## config.mk

```make
export PLATFORM = sky130hd
export DESIGN_NAME = fetch_control
export DESIGN_NICKNAME = d
export VERILOG_FILES = /design/src/rtl/fetch_ctrl_pkg.sv /design/src/rtl/fetch_control_sat_counter.sv /design/src/rtl/fetch_control.sv
export SDC_FILE = /design/constraint.sdc
export NUM_CORES = 1
export LEC_CHECK = 0
export CORE_MARGIN = 2
export CORE_UTILIZATION = 41
export DETAILED_ROUTE_END_ITERATION = 12
export PLACE_DENSITY = 0.85
export SYNTH_ARGS = -nofsm -noshare
export SYNTH_HDL_FRONTEND = slang
export SYNTH_SLANG_ARGS = --single-unit
```

## constraint.sdc

```tcl
create_clock -name clk -period 3.9 [get_ports clk]
set_clock_uncertainty 0.15 [all_clocks]
set_input_delay 0.78 -clock clk [delete_from_list [all_inputs] [get_ports clk]]
set_output_delay 0.78 -clock clk [all_outputs]
set_load 0.05 [all_outputs]
```

## src/rtl/fetch_ctrl_pkg.sv

```systemverilog
// Shared types and constants for the instruction-fetch controller.
package fetch_ctrl_pkg;

  // Width of the post-redirect bubble counter (covers FLUSH_DEPTH 1..7).
  localparam int FLUSH_CNT_W = 3;

  // Default number of IF/ID bubbles inserted after a redirect.
  localparam int DEFAULT_FLUSH_DEPTH = 1;

  typedef enum logic [2:0] {
    BOOT     = 3'd0,
    RUN      = 3'd1,
    STALL    = 3'd2,
    REDIRECT = 3'd3,
    HALT     = 3'd4
  } state_t;

endpackage

```

## src/rtl/fetch_control_sat_counter.sv

```systemverilog
// Saturating up-counter used for the fetch performance counters.
// Sticks at all-ones once reached and never wraps.
module sat_counter #(
  parameter int W = 32
) (
  input  logic         clk,
  input  logic         reset,
  input  logic         inc,
  output logic [W-1:0] count
);

  // Count up on inc, holding at all-ones; synchronous clear.
  always_ff @(posedge clk) begin
    if (reset) begin
      count <= '0;
    end else if (inc && (count != {W{1'b1}})) begin
      count <= count + W'(1);
    end
  end

endmodule

```

## src/rtl/fetch_control.sv

```systemverilog
// Instruction-fetch sequencer: PC write enable, next-PC select and IF/ID
// control, arbitrating halt > redirect > hazard stall.
//
// Request semantics: branch_taken, hazard_stall and halt_req are level
// requests sampled every cycle; a request is acted on in the same cycle it
// is seen (outputs are Mealy), and there is no acknowledge back to the
// requester -- the enables/flush driven here are the acknowledgement.
module fetch_control
  import fetch_ctrl_pkg::*;
#(
  parameter int FLUSH_DEPTH = DEFAULT_FLUSH_DEPTH,
  parameter int CNT_W       = 32
) (
  input  logic             clk,
  input  logic             reset,
  input  logic [63:0]      PC_plus4,
  input  logic [63:0]      branch_target,
  input  logic             branch_taken,
  input  logic             hazard_stall,
  input  logic             halt_req,
  output logic [63:0]      next_PC,
  output logic             PC_enable,
  output logic             ifid_enable,
  output logic             ifid_flush,
  output logic             fetch_valid,
  output logic             halted,
  output logic [CNT_W-1:0] stall_cycles,
  output logic [CNT_W-1:0] redirect_count,
  output state_t           fsm_state
);

  localparam logic [FLUSH_CNT_W-1:0] FLUSH_LOAD = FLUSH_CNT_W'(FLUSH_DEPTH - 1);
  localparam state_t REDIRECT_NEXT = (FLUSH_DEPTH > 1) ? REDIRECT : RUN;

  state_t                 state;
  state_t                 state_nxt;
  logic [FLUSH_CNT_W-1:0] flush_cnt;
  logic [FLUSH_CNT_W-1:0] flush_nxt;
  logic                   stall_inc;
  logic                   redirect_inc;

  assign fsm_state = state;

  // Next-state, bubble counter and Mealy outputs from state plus requests.
  always_comb begin
    next_PC      = PC_plus4;
    PC_enable    = 1'b0;
    ifid_enable  = 1'b0;
    ifid_flush   = 1'b1;
    fetch_valid  = 1'b0;
    halted       = 1'b0;
    state_nxt    = state;
    flush_nxt    = flush_cnt;
    stall_inc    = 1'b0;
    redirect_inc = 1'b0;

    if (!reset) begin
      case (state)
        BOOT: begin
          state_nxt = RUN;
        end
        HALT: begin
          halted = 1'b1;
        end
        default: begin
          if (halt_req) begin
            halted    = 1'b1;
            state_nxt = HALT;
          end else if (branch_taken) begin
            // Redirect accepted: also restarts an in-progress flush window.
            next_PC      = branch_target;
            PC_enable    = 1'b1;
            ifid_enable  = 1'b1;
            redirect_inc = 1'b1;
            flush_nxt    = FLUSH_LOAD;
            state_nxt    = REDIRECT_NEXT;
          end else if (state == REDIRECT) begin
            // Decode holds bubbles here, so hazard_stall is not considered.
            PC_enable   = 1'b1;
            ifid_enable = 1'b1;
            if (flush_cnt <= FLUSH_CNT_W'(1)) begin
              flush_nxt = '0;
              state_nxt = RUN;
            end else begin
              flush_nxt = flush_cnt - FLUSH_CNT_W'(1);
            end
          end else if (hazard_stall) begin
            ifid_flush  = 1'b0;
            fetch_valid = 1'b1;
            stall_inc   = 1'b1;
            state_nxt   = STALL;
          end else begin
            PC_enable   = 1'b1;
            ifid_enable = 1'b1;
            ifid_flush  = 1'b0;
            fetch_valid = 1'b1;
            state_nxt   = RUN;
          end
        end
      endcase
    end
  end

  // State and bubble counter registers with synchronous reset.
  always_ff @(posedge clk) begin
    if (reset) begin
      state     <= BOOT;
      flush_cnt <= '0;
    end else begin
      state     <= state_nxt;
      flush_cnt <= flush_nxt;
    end
  end

  sat_counter #(.W(CNT_W)) u_stall_cnt (
    .clk   (clk),
    .reset (reset),
    .inc   (stall_inc),
    .count (stall_cycles)
  );

  sat_counter #(.W(CNT_W)) u_redirect_cnt (
    .clk   (clk),
    .reset (reset),
    .inc   (redirect_inc),
    .count (redirect_count)
  );

endmodule

```

==> results of run 1 <==
-- flip-flops by register name, indices dropped and copies added, names as in the netlist --
signal	cells
u_redirect_cnt.count	32
u_stall_cnt.count	32
flush_cnt	3
fsm_state	3
-- cell families (layout without fill, tap and decap cells) --
kind of cell	Yosys count	count (layout)	share of synthesized area, %
AND/OR/NAND/NOR	206	206	26.9
AO/OA/AOI/OAI	108	108	15.1
multiplexers	80	80	19.8
flip-flops	70	70	31.0
buffers and inverters	42	306	4.18
XOR/XNOR	10	10	1.94
adder cells (fa/ha/maj)	4	4	1.11
-- worst max-delay path, stage by stage --
cell             delay [ns]
clkdlybuf4s50_1        0.51
o21ba_2                0.33
and3_2                 0.26
buf_12                 0.25
mux2_2                 0.42
buf_4                  0.20
-- cell type report --
| class | count | area share, % |
|---|---|---|
| sequential | 70 | 18.9 |
| clock buffer | 10 | 1.85 |
| timing repair buffer | 276 | 35.3 |
| tap | 140 | 2.36 |
| multi-input combinational | 408 | 39.5 |
| inverter | 15 | 0.758 |
| clock inverter | 5 | 1.43 |
-- where the power goes --
group | internal [µW] | leakage, µW | total [µW] | switching, µW
clock network | 441 | 0.000119 | 733 | 292
logic | 230 | 0.00193 | 522 | 292
registers | 717 | 0.000564 | 722 | 5.14
-- through the flow --
step                util [%]  setup slack, ns  cell area, µm²  power, µW  instances
CTS                     68.8            0.212            7430       1980        924
floorplan                  -            0.241            4520       1010        520
finish                  68.8            0.185            7430       1980        924
global placement        66.6            0.251            7180       1250        909
global route            68.8            0.117            7430       2040        924
detailed placement      66.6            0.224            7180       1260        909
-- per-layer routing --
| metal | wire, µm | up-vias |
|---|---|---|
| met5 | 30 | - |
| met4 | 526 | 4 |
| met3 | 1830 | 37 |
| met2 | 9620 | 258 |
| met1 | 8010 | 2565 |
| li1 | - | 2502 |
-- worst paths after layout --
kind                                   endpoint  cells past startpoint
max                                  next_PC[0]                      6
min                   flush_cnt[2]$_SDFFE_PP0P_                      2
max reg2reg  u_stall_cnt.count[11]$_SDFFE_PP0P_                      6
min reg2reg           flush_cnt[2]$_SDFFE_PP0P_                      2
-- cells in the final DEF, fill, tap and decap left out, types with 4 or more instances in the layout --
| cell | n |
|---|---|
| o21ai_0 | 20 |
| o31ai_1 | 16 |
| ha_1 | 4 |
| nor3_1 | 7 |
| nand4_2 | 4 |
| inv_1 | 14 |
| nor2b_1 | 11 |
| or4_1 | 16 |
| xnor2_1 | 7 |
| a21oi_1 | 41 |
| nor2_1 | 41 |
| nand2_1 | 23 |
| a211oi_1 | 5 |
| clkdlybuf4s50_1 | 200 |
| or3_1 | 18 |
| mux2_2 | 75 |
| nand4_1 | 23 |
| o211ai_1 | 4 |
| nand3_1 | 25 |
| dfxtp_1 | 70 |
| nor4_1 | 8 |
| buf_12 | 4 |
| and3_1 | 8 |
| nor4_2 | 4 |
| buf_4 | 71 |
| clkbuf_8 | 10 |
| and4_1 | 4 |
==> flow_metrics.py, run 1 <==
metrics = {
    "clock_network": {
        "cts_tree": "yes",
        "clk_pin_slew_ns": 0.08,
        "cts.repair.resized": 0,
        "cts_max_level": 3,
        "cts_sinks": 70,
        "ctsHoldBuffers": 0,
        "cts_setup_buffers": 0,
        "clockBufferDepth": 2,
        "root_buffer": "clkbuf_8",
        "cts_buffers": 9,
        "clock_latency_ns": 0.36,
    },
    "floorplan": {
        "num_rows": 38,
        "core_area_um2": 10800,
        "dieWidth_um": 109,
        "fp.dieArea_um2": 11900,
        "ios": 269,
        "start_util_pct": 41.9,
        "die_h_um": 109,
    },
    "yosys": {
        "synth_nets": 657,
        "synth_top_area_cell": "dfxtp_1",
        "async_flop_share_pct": 0,
        "yosysMostFrequentCell": "mux2_2",
        "synth_top_area_share_pct": 31.0,
        "synth-seq-cells": 70,
        "synth_cells": 520,
        "synthDistinctLibCells": 57,
        "seq_area_frac_synth_pct": 31.0,
        "synth.avg_cell_area_um2": 8.69,
        "synth_area_um2": 4520,
        "yosys_warnings": 0,
        "synthFlopType": "dfxtp_1",
        "synthTopCellsByCount": "mux2_2, dfxtp_1, a21oi_1, nor2_1, nand3_1",
        "synth.area.top_cells": "dfxtp_1, mux2_2, a21oi_1",
        "synth_edf_count": 0,
    },
    "grt": {
        "grt.busiest_layer": "met2",
        "track_usage_pct": 32.9,
        "grt_use_met2_pct": 53.1,
        "antenna_found_initial": 2,
        "grt_pass1_vias": 5010,
        "globalRouteOverflowTotal": 0,
        "use_met3_pct": 9.68,
        "met1_usage_pct": 41.8,
        "grt_pass1_wl_um": 29200,
        "grt_max_degree": 62,
    },
    "sta": {
        "finalMaxSlewViolations": 0,
        "totalNegativeSetupSlack_ns": 0,
        "whs_ns": 0.337,
        "relSlewSlack_pct": 49.3,
        "max_slew.worst_pin.slew_ns": 0.761,
        "period_share_pct": 95.3,
        "period_needed_ns": 3.71,
        "setup_viol": 0,
        "clock.fmax_mhz": 269,
        "rsz0062_at_grt": "no",
        "hold_violations": 0,
    },
    "routing": {
        "first_pass_iters": 5,
        "ant_nets": 0,
        "routed_wl_um": 20000,
        "viasPerCell": 5.81,
        "drt_iter0_markers": 398,
        "routedWlPerCell_um": 21.7,
        "vias": 5366,
        "drc_errors": 0,
    },
    "worst_hold_path": {
        "hp-start": "flush_cnt[2]$_SDFFE_PP0P_",
        "hp-class": "flop to flop",
    },
    "layout": {
        "syn_to_final_growth_pct": 64.3,
        "fillers": 835,
        "layout-drive-gt1-share_pct": 23.5,
        "nets": 917,
        "n_antenna_cell": 0,
        "multi_input_area_um2": 2930,
        "seqCellArea_um2": 1400,
    },
    "power": {
        "peakVddDrop_v": 0.000196,
        "p_leak_uw": 0.00261,
        "powerDensity_nw_per_um2": 266,
    },
    "placed_design": {
        "dpl.hpwl_um": 16300,
        "io_buffers": 268,
        "routabilityCongestion": 0.905,
    },
    "setup_path": {
        "crit_type": "input pin to primary output",
        "rrSetupSlack_ns": 1.17,
        "crit_fanout": 43,
        "start_kind": "input pin",
        "worstPathArrival_ns": 2.78,
        "timing.rr.start": "u_stall_cnt.count[0]$_SDFFE_PP0P_",
        "worstSetupStartpoint": "halt_req",
        "endpoint_kind": "primary output",
        "crit_required_ns": 2.97,
    },
    "outcome": {
        "status": "complete, no violations",
    },
    "flow_run": {
        "cap_violations": 0,
    },
}
Power figures use the tool's default switching activity.
==> run 2: changes to the inputs <==
--- a/config.mk
+++ b/config.mk
@@ -6,9 +6,10 @@
 export NUM_CORES = 1
 export LEC_CHECK = 0
 export CORE_MARGIN = 2
-export CORE_UTILIZATION = 41
+export CORE_UTILIZATION = 42
+export CTS_BUF_LIST = sky130_fd_sc_hd__clkbuf_8
 export DETAILED_ROUTE_END_ITERATION = 12
-export PLACE_DENSITY = 0.85
+export PLACE_DENSITY = 0.87
 export SYNTH_ARGS = -nofsm -noshare
 export SYNTH_HDL_FRONTEND = slang
 export SYNTH_SLANG_ARGS = --single-unit
==> flow_metrics.py, run 2 (synthesis results as in run 1) <==
metrics = {
    "sta": {
        "rsz0062_at_grt": "no",
        "period_needed_ns": 3.62,
        "setup_viol": 0,
        "relSlewSlack_pct": 50.8,
        "hold_violations": 0,
        "totalNegativeSetupSlack_ns": 0,
        "max_slew.worst_pin.slew_ns": 0.738,
        "timing.final.ws_setup_ns": 0.284,
        "period_share_pct": 92.7,
        "finalMaxSlewViolations": 0,
        "clock.fmax_mhz": 277,
    },
    "grt": {
        "grt_max_degree": 71,
        "globalRouteOverflowTotal": 0,
        "grt_pass1_vias": 5279,
        "antenna_found_initial": 2,
        "track_usage_pct": 32.0,
        "grt_pass1_wl_um": 28200,
    },
    "routing": {
        "routedWlPerCell_um": 20.9,
        "routed_wl_um": 19300,
        "viasPerCell": 5.88,
        "ant_nets": 0,
        "drc_errors": 0,
        "vias": 5438,
        "drt_iter0_markers": 354,
        "first_pass_iters": 7,
    },
    "setup_path": {
        "r2r.worst_path.cells": 6,
        "crit_fanout": 52,
        "endpoint_kind": "primary output",
        "worst_r2r_endpoint": "u_stall_cnt.count[13]$_SDFFE_PP0P_",
        "slowest_delay_ns": 0.42,
        "rrSetupSlack_ns": 1.16,
        "crit_family": "buffers and inverters",
        "crit_required_ns": 2.97,
        "worstPathArrival_ns": 2.69,
        "crit_chain": "clkdlybuf4s50_1, o21ba_2, and3_2, buf_12, mux2_2, buf_4",
        "start_kind": "input pin",
        "timing.rr.start": "u_stall_cnt.count[0]$_SDFFE_PP0P_",
        "slowest_stage": "clkdlybuf4s50_1",
        "crit_type": "input pin to primary output",
        "path_buf_inv": 3,
    },
    "worst_hold_path": {
        "hp-start": "u_stall_cnt.count[30]$_SDFFE_PP0P_",
        "hold-path-cell-count": 2,
        "hold_end": "u_stall_cnt.count[30]$_SDFFE_PP0P_",
        "hp-class": "flop to flop",
    },
    "floorplan": {
        "start_util_pct": 43.6,
        "ios": 269,
        "num_rows": 37,
        "die_h_um": 108,
        "dieWidth_um": 108,
        "fp.dieArea_um2": 11600,
        "core_area_um2": 10400,
    },
    "flow_run": {
        "cap_violations": 0,
    },
    "clock_network": {
        "clockBufferDepth": 2,
        "root_buffer": "clkbuf_8",
        "cts_setup_buffers": 0,
        "cts_max_level": 3,
        "clock_latency_ns": 0.35,
        "cts_tree": "yes",
        "cts.repair.resized": 0,
        "ctsHoldBuffers": 0,
        "clk_pin_slew_ns": 0.08,
        "cts_sinks": 70,
        "cts_buffers": 9,
    },
    "power": {
        "powerDensity_nw_per_um2": 248,
        "p_leak_uw": 0.00268,
        "peakVddDrop_v": 0.000153,
    },
    "layout": {
        "fin_area_um2": 7610,
        "fillers": 771,
        "seqCellArea_um2": 1400,
        "syn_to_final_growth_pct": 68.3,
        "reg_top3": "u_redirect_cnt.count (32), u_stall_cnt.count (32)",
        "mostFrequentLayoutCells": "clkdlybuf4s50_1, mux2_2, dfxtp_1",
        "final_common_cell": "clkdlybuf4s50_1",
        "final_cell_count_no_fill": 925,
        "final_core_util_pct": 73.4,
        "multi_input_area_um2": 2930,
        "nets": 920,
        "layout-drive-gt1-share_pct": 24.1,
    },
    "outcome": {
        "status": "complete, no violations",
    },
    "placed_design": {
        "place_area_um2": 7400,
        "detailedPlace.worstSlack_ns": 0.300,
        "dp_cells": 908,
        "io_buffers": 268,
        "routabilityCongestion": 0.948,
        "dpl.hpwl_um": 15500,
    },
}
-- run 2: cell types whose count changed in the layout (fill, tap and decap cells not counted), sizes merged --
| cell | change |
|---|---|
| buf | +5 |
| bufinv | -2 |
| clkdlybuf4s50 | -2 |
| clkinvlp | +2 |
| clkbuf | +1 |
| clkinv | +1 |
| diode | +1 |
| inv | -1 |
-- run 2: layout make-up --
| class | instances | area share, % |
|---|---|---|
| diodes | 1 | 0.0329 |
| clock inverters | 5 | 0.756 |
| clock buffers | 11 | 1.99 |
| flip-flops and latches | 70 | 18.4 |
| repair buffers | 279 | 37.3 |
| multi-input cells | 408 | 38.5 |
| inverters | 15 | 0.740 |
| well taps | 136 | 2.24 |
-- run 2: how the worst max path moves through the flow --
stage                   to  cells past startpoint         start
6_report        next_PC[9]                      6      halt_req
5_1_grt         next_PC[9]                      6      halt_req
3_3_place_gp   next_PC[29]                      6      halt_req
2_1_floorplan  ifid_enable                      5  branch_taken
4_1_cts         next_PC[9]                      6      halt_req
3_5_place_dp    next_PC[9]                      6      halt_req
-- run 2: metrics by stage --
step | power [µW] | hold slack [ns]
floorplan | 1010 | 0.300
finish | 1890 | 0.365
global placement | 1280 | 0.308
CTS | 1900 | 0.363
detailed placement | 1290 | 0.352
global route | 1950 | 0.389
-- run 2: worst reg2reg max path, cell delays in order, from the launching register on --
cell and delay [ns]:
dfxtp_1 0.43, ha_1 0.26, inv_1 0.11, or4_4 0.58, o31ai_4 0.62, nor4_1 0.13, mux2_1 0.34
-- run 2: routing by layer --
| layer | up-vias | wire (µm) | track usage, % | part of all wire (%) |
|---|---|---|---|---|
| met5 | - | 13 | 0 | 0.067 |
| met4 | 2 | 1340 | 19.0 | 6.9 |
| met3 | 78 | 1080 | 7.20 | 5.6 |
| met2 | 297 | 10200 | 59.1 | 53 |
| met1 | 2563 | 6650 | 32.5 | 34 |
| li1 | 2498 | - | - | - |
-- run 2: where the power goes --
group,internal (µW),switching [µW]
Sequential,717,5.51
Clock,329,286
Combinational,259,291
Total,1300,583
==> run 3: changes to the inputs <==
--- a/config.mk
+++ b/config.mk
@@ -9,6 +9,7 @@
 export CORE_UTILIZATION = 42
 export CTS_BUF_LIST = sky130_fd_sc_hd__clkbuf_8
 export DETAILED_ROUTE_END_ITERATION = 12
+export GPL_ROUTABILITY_DRIVEN = 0
 export PLACE_DENSITY = 0.87
 export SYNTH_ARGS = -nofsm -noshare
 export SYNTH_HDL_FRONTEND = slang
==> flow_metrics.py, run 3 (synthesis results as in run 1) <==
metrics = {
    "clock_network": {
        "cts.repair.resized": 0,
        "cts_max_level": 3,
        "cts_setup_buffers": 0,
        "cts_sinks": 70,
        "cts_buffers": 9,
        "clockBufferDepth": 2,
        "clock_latency_ns": 0.35,
        "cts_tree": "yes",
        "ctsHoldBuffers": 0,
        "clk_pin_slew_ns": 0.08,
        "root_buffer": "clkbuf_8",
    },
    "grt": {
        "grt_pass1_vias": 5268,
        "globalRouteOverflowTotal": 0,
        "grt_pass1_wl_um": 27700,
        "grt_max_degree": 58,
        "grt.busiest_layer": "met2",
        "antenna_found_initial": 2,
        "use_met3_pct": 5.81,
        "track_usage_pct": 30.9,
        "grt_use_met2_pct": 57.0,
        "met1_usage_pct": 32.9,
    },
    "power": {
        "powerDensity_nw_per_um2": 259,
        "p_sw_uw": 579,
        "peakVddDrop_v": 0.000181,
        "pwr-share-seq_pct": 36.5,
        "p_clk_share_pct": 35.9,
        "intPower_uw": 1400,
        "sw_frac_of_total_pct": 29.3,
        "p_comb_share_pct": 27.6,
        "p_leak_uw": 0.00270,
    },
    "layout": {
        "mostFrequentLayoutCells": "clkdlybuf4s50_1, mux2_2, dfxtp_1",
        "reg_top3": "u_redirect_cnt.count (32), u_stall_cnt.count (32)",
        "nets": 920,
        "syn_to_final_growth_pct": 68.9,
        "layout-drive-gt1-share_pct": 24.0,
        "final_common_cell": "clkdlybuf4s50_1",
    },
    "setup_path": {
        "start_kind": "input pin",
        "r2r.worst_path.cells": 6,
        "rrSetupSlack_ns": 1.17,
        "crit_required_ns": 2.97,
        "endpoint_kind": "primary output",
        "crit_type": "input pin to primary output",
        "crit_fanout": 52,
        "timing.rr.start": "u_stall_cnt.count[0]$_SDFFE_PP0P_",
        "worst_r2r_endpoint": "u_stall_cnt.count[11]$_SDFFE_PP0P_",
        "worstPathArrival_ns": 2.76,
    },
    "floorplan": {
        "ios": 269,
        "die_h_um": 108,
        "dieWidth_um": 108,
        "fp.dieArea_um2": 11600,
        "start_util_pct": 43.6,
        "num_rows": 37,
        "core_area_um2": 10400,
    },
    "placed_design": {
        "io_buffers": 268,
        "dpl.hpwl_um": 15000,
    },
    "sta": {
        "max_slew.worst_pin.slew_ns": 0.741,
        "clock.fmax_mhz": 271,
        "relSlewSlack_pct": 50.6,
        "rsz0062_at_grt": "no",
        "hold_violations": 0,
        "period_needed_ns": 3.69,
        "totalNegativeSetupSlack_ns": 0,
        "period_share_pct": 94.7,
        "whs_ns": 0.340,
        "finalMaxSlewViolations": 0,
        "setup_viol": 0,
    },
    "routing": {
        "vias": 5407,
        "first_pass_iters": 6,
        "viasPerCell": 5.85,
        "ant_nets": 0,
        "routed_wl_um": 18700,
        "routedWlPerCell_um": 20.2,
        "drc_errors": 0,
        "drt_iter0_markers": 332,
    },
    "worst_hold_path": {
        "hp-start": "flush_cnt[2]$_SDFFE_PP0P_",
        "hold_end": "flush_cnt[2]$_SDFFE_PP0P_",
        "hold-path-cell-count": 2,
        "hp-class": "flop to flop",
    },
    "outcome": {
        "status": "complete, no violations",
    },
    "flow_run": {
        "cap_violations": 0,
    },
}
run 3: cell count changes in the layout (fill, tap and decap cells not counted), sizes merged:
cell,delta
clkinv,+1
inv,+2
bufinv,+2
clkinvlp,-3
clkbuf,-2
run 3: how the worst max path moves through the flow:
stage                   to  depth (start not counted)          from
2_1_floorplan  ifid_enable                          5  branch_taken
3_3_place_gp   next_PC[29]                          6      halt_req
3_5_place_dp   next_PC[34]                          6      halt_req
4_1_cts        next_PC[34]                          6      halt_req
5_1_grt         next_PC[7]                          6      halt_req
6_report        next_PC[7]                          6      halt_req
run 3: power groups by stage:
stage | registers [µW] | clock network [µW] | logic, µW
after detailed placement | 739 | 0 | 543
after floorplan | 746 | 0 | 260
after global routing | 723 | 738 | 561
final | 722 | 710 | 545
after global placement | 738 | 0 | 538
after CTS | 722 | 713 | 545
run 3: cell type report:
type                    count  area [µm²]
well taps                 136         170
inverters                  15        56.3
clock inverters             7         113
repair buffers            279        2840
flip-flops and latches     70        1400
clock buffers               9         124
fillers                   759        2730
diodes                      1        2.50
multi-input cells         408        2930
run 3: routing by layer:
metal,routed length [µm],up-vias
li1,-,2493
met1,6530,2587
met2,10100,265
met3,993,60
met4,1040,2
met5,13,-
run 3: worst max-delay path: stages:
cell             delay [ns]
clkdlybuf4s50_1        0.50
o21ba_2                0.28
and3_2                 0.30
buf_12                 0.29
mux2_2                 0.38
buf_4                  0.19
run 3: per-stage QoR:
step | cell area (µm²) | worst slack (ns) | power, µW | util, % | cells
global route | 7640 | 0.116 | 2020 | 73.6 | 925
floorplan | 4520 | 0.241 | 1010 | - | 520
CTS | 7630 | 0.205 | 1980 | 73.6 | 924
finish | 7640 | 0.207 | 1980 | 73.6 | 925
detailed placement | 7400 | 0.212 | 1280 | 71.3 | 908
global placement | 7400 | 0.277 | 1280 | 71.3 | 908
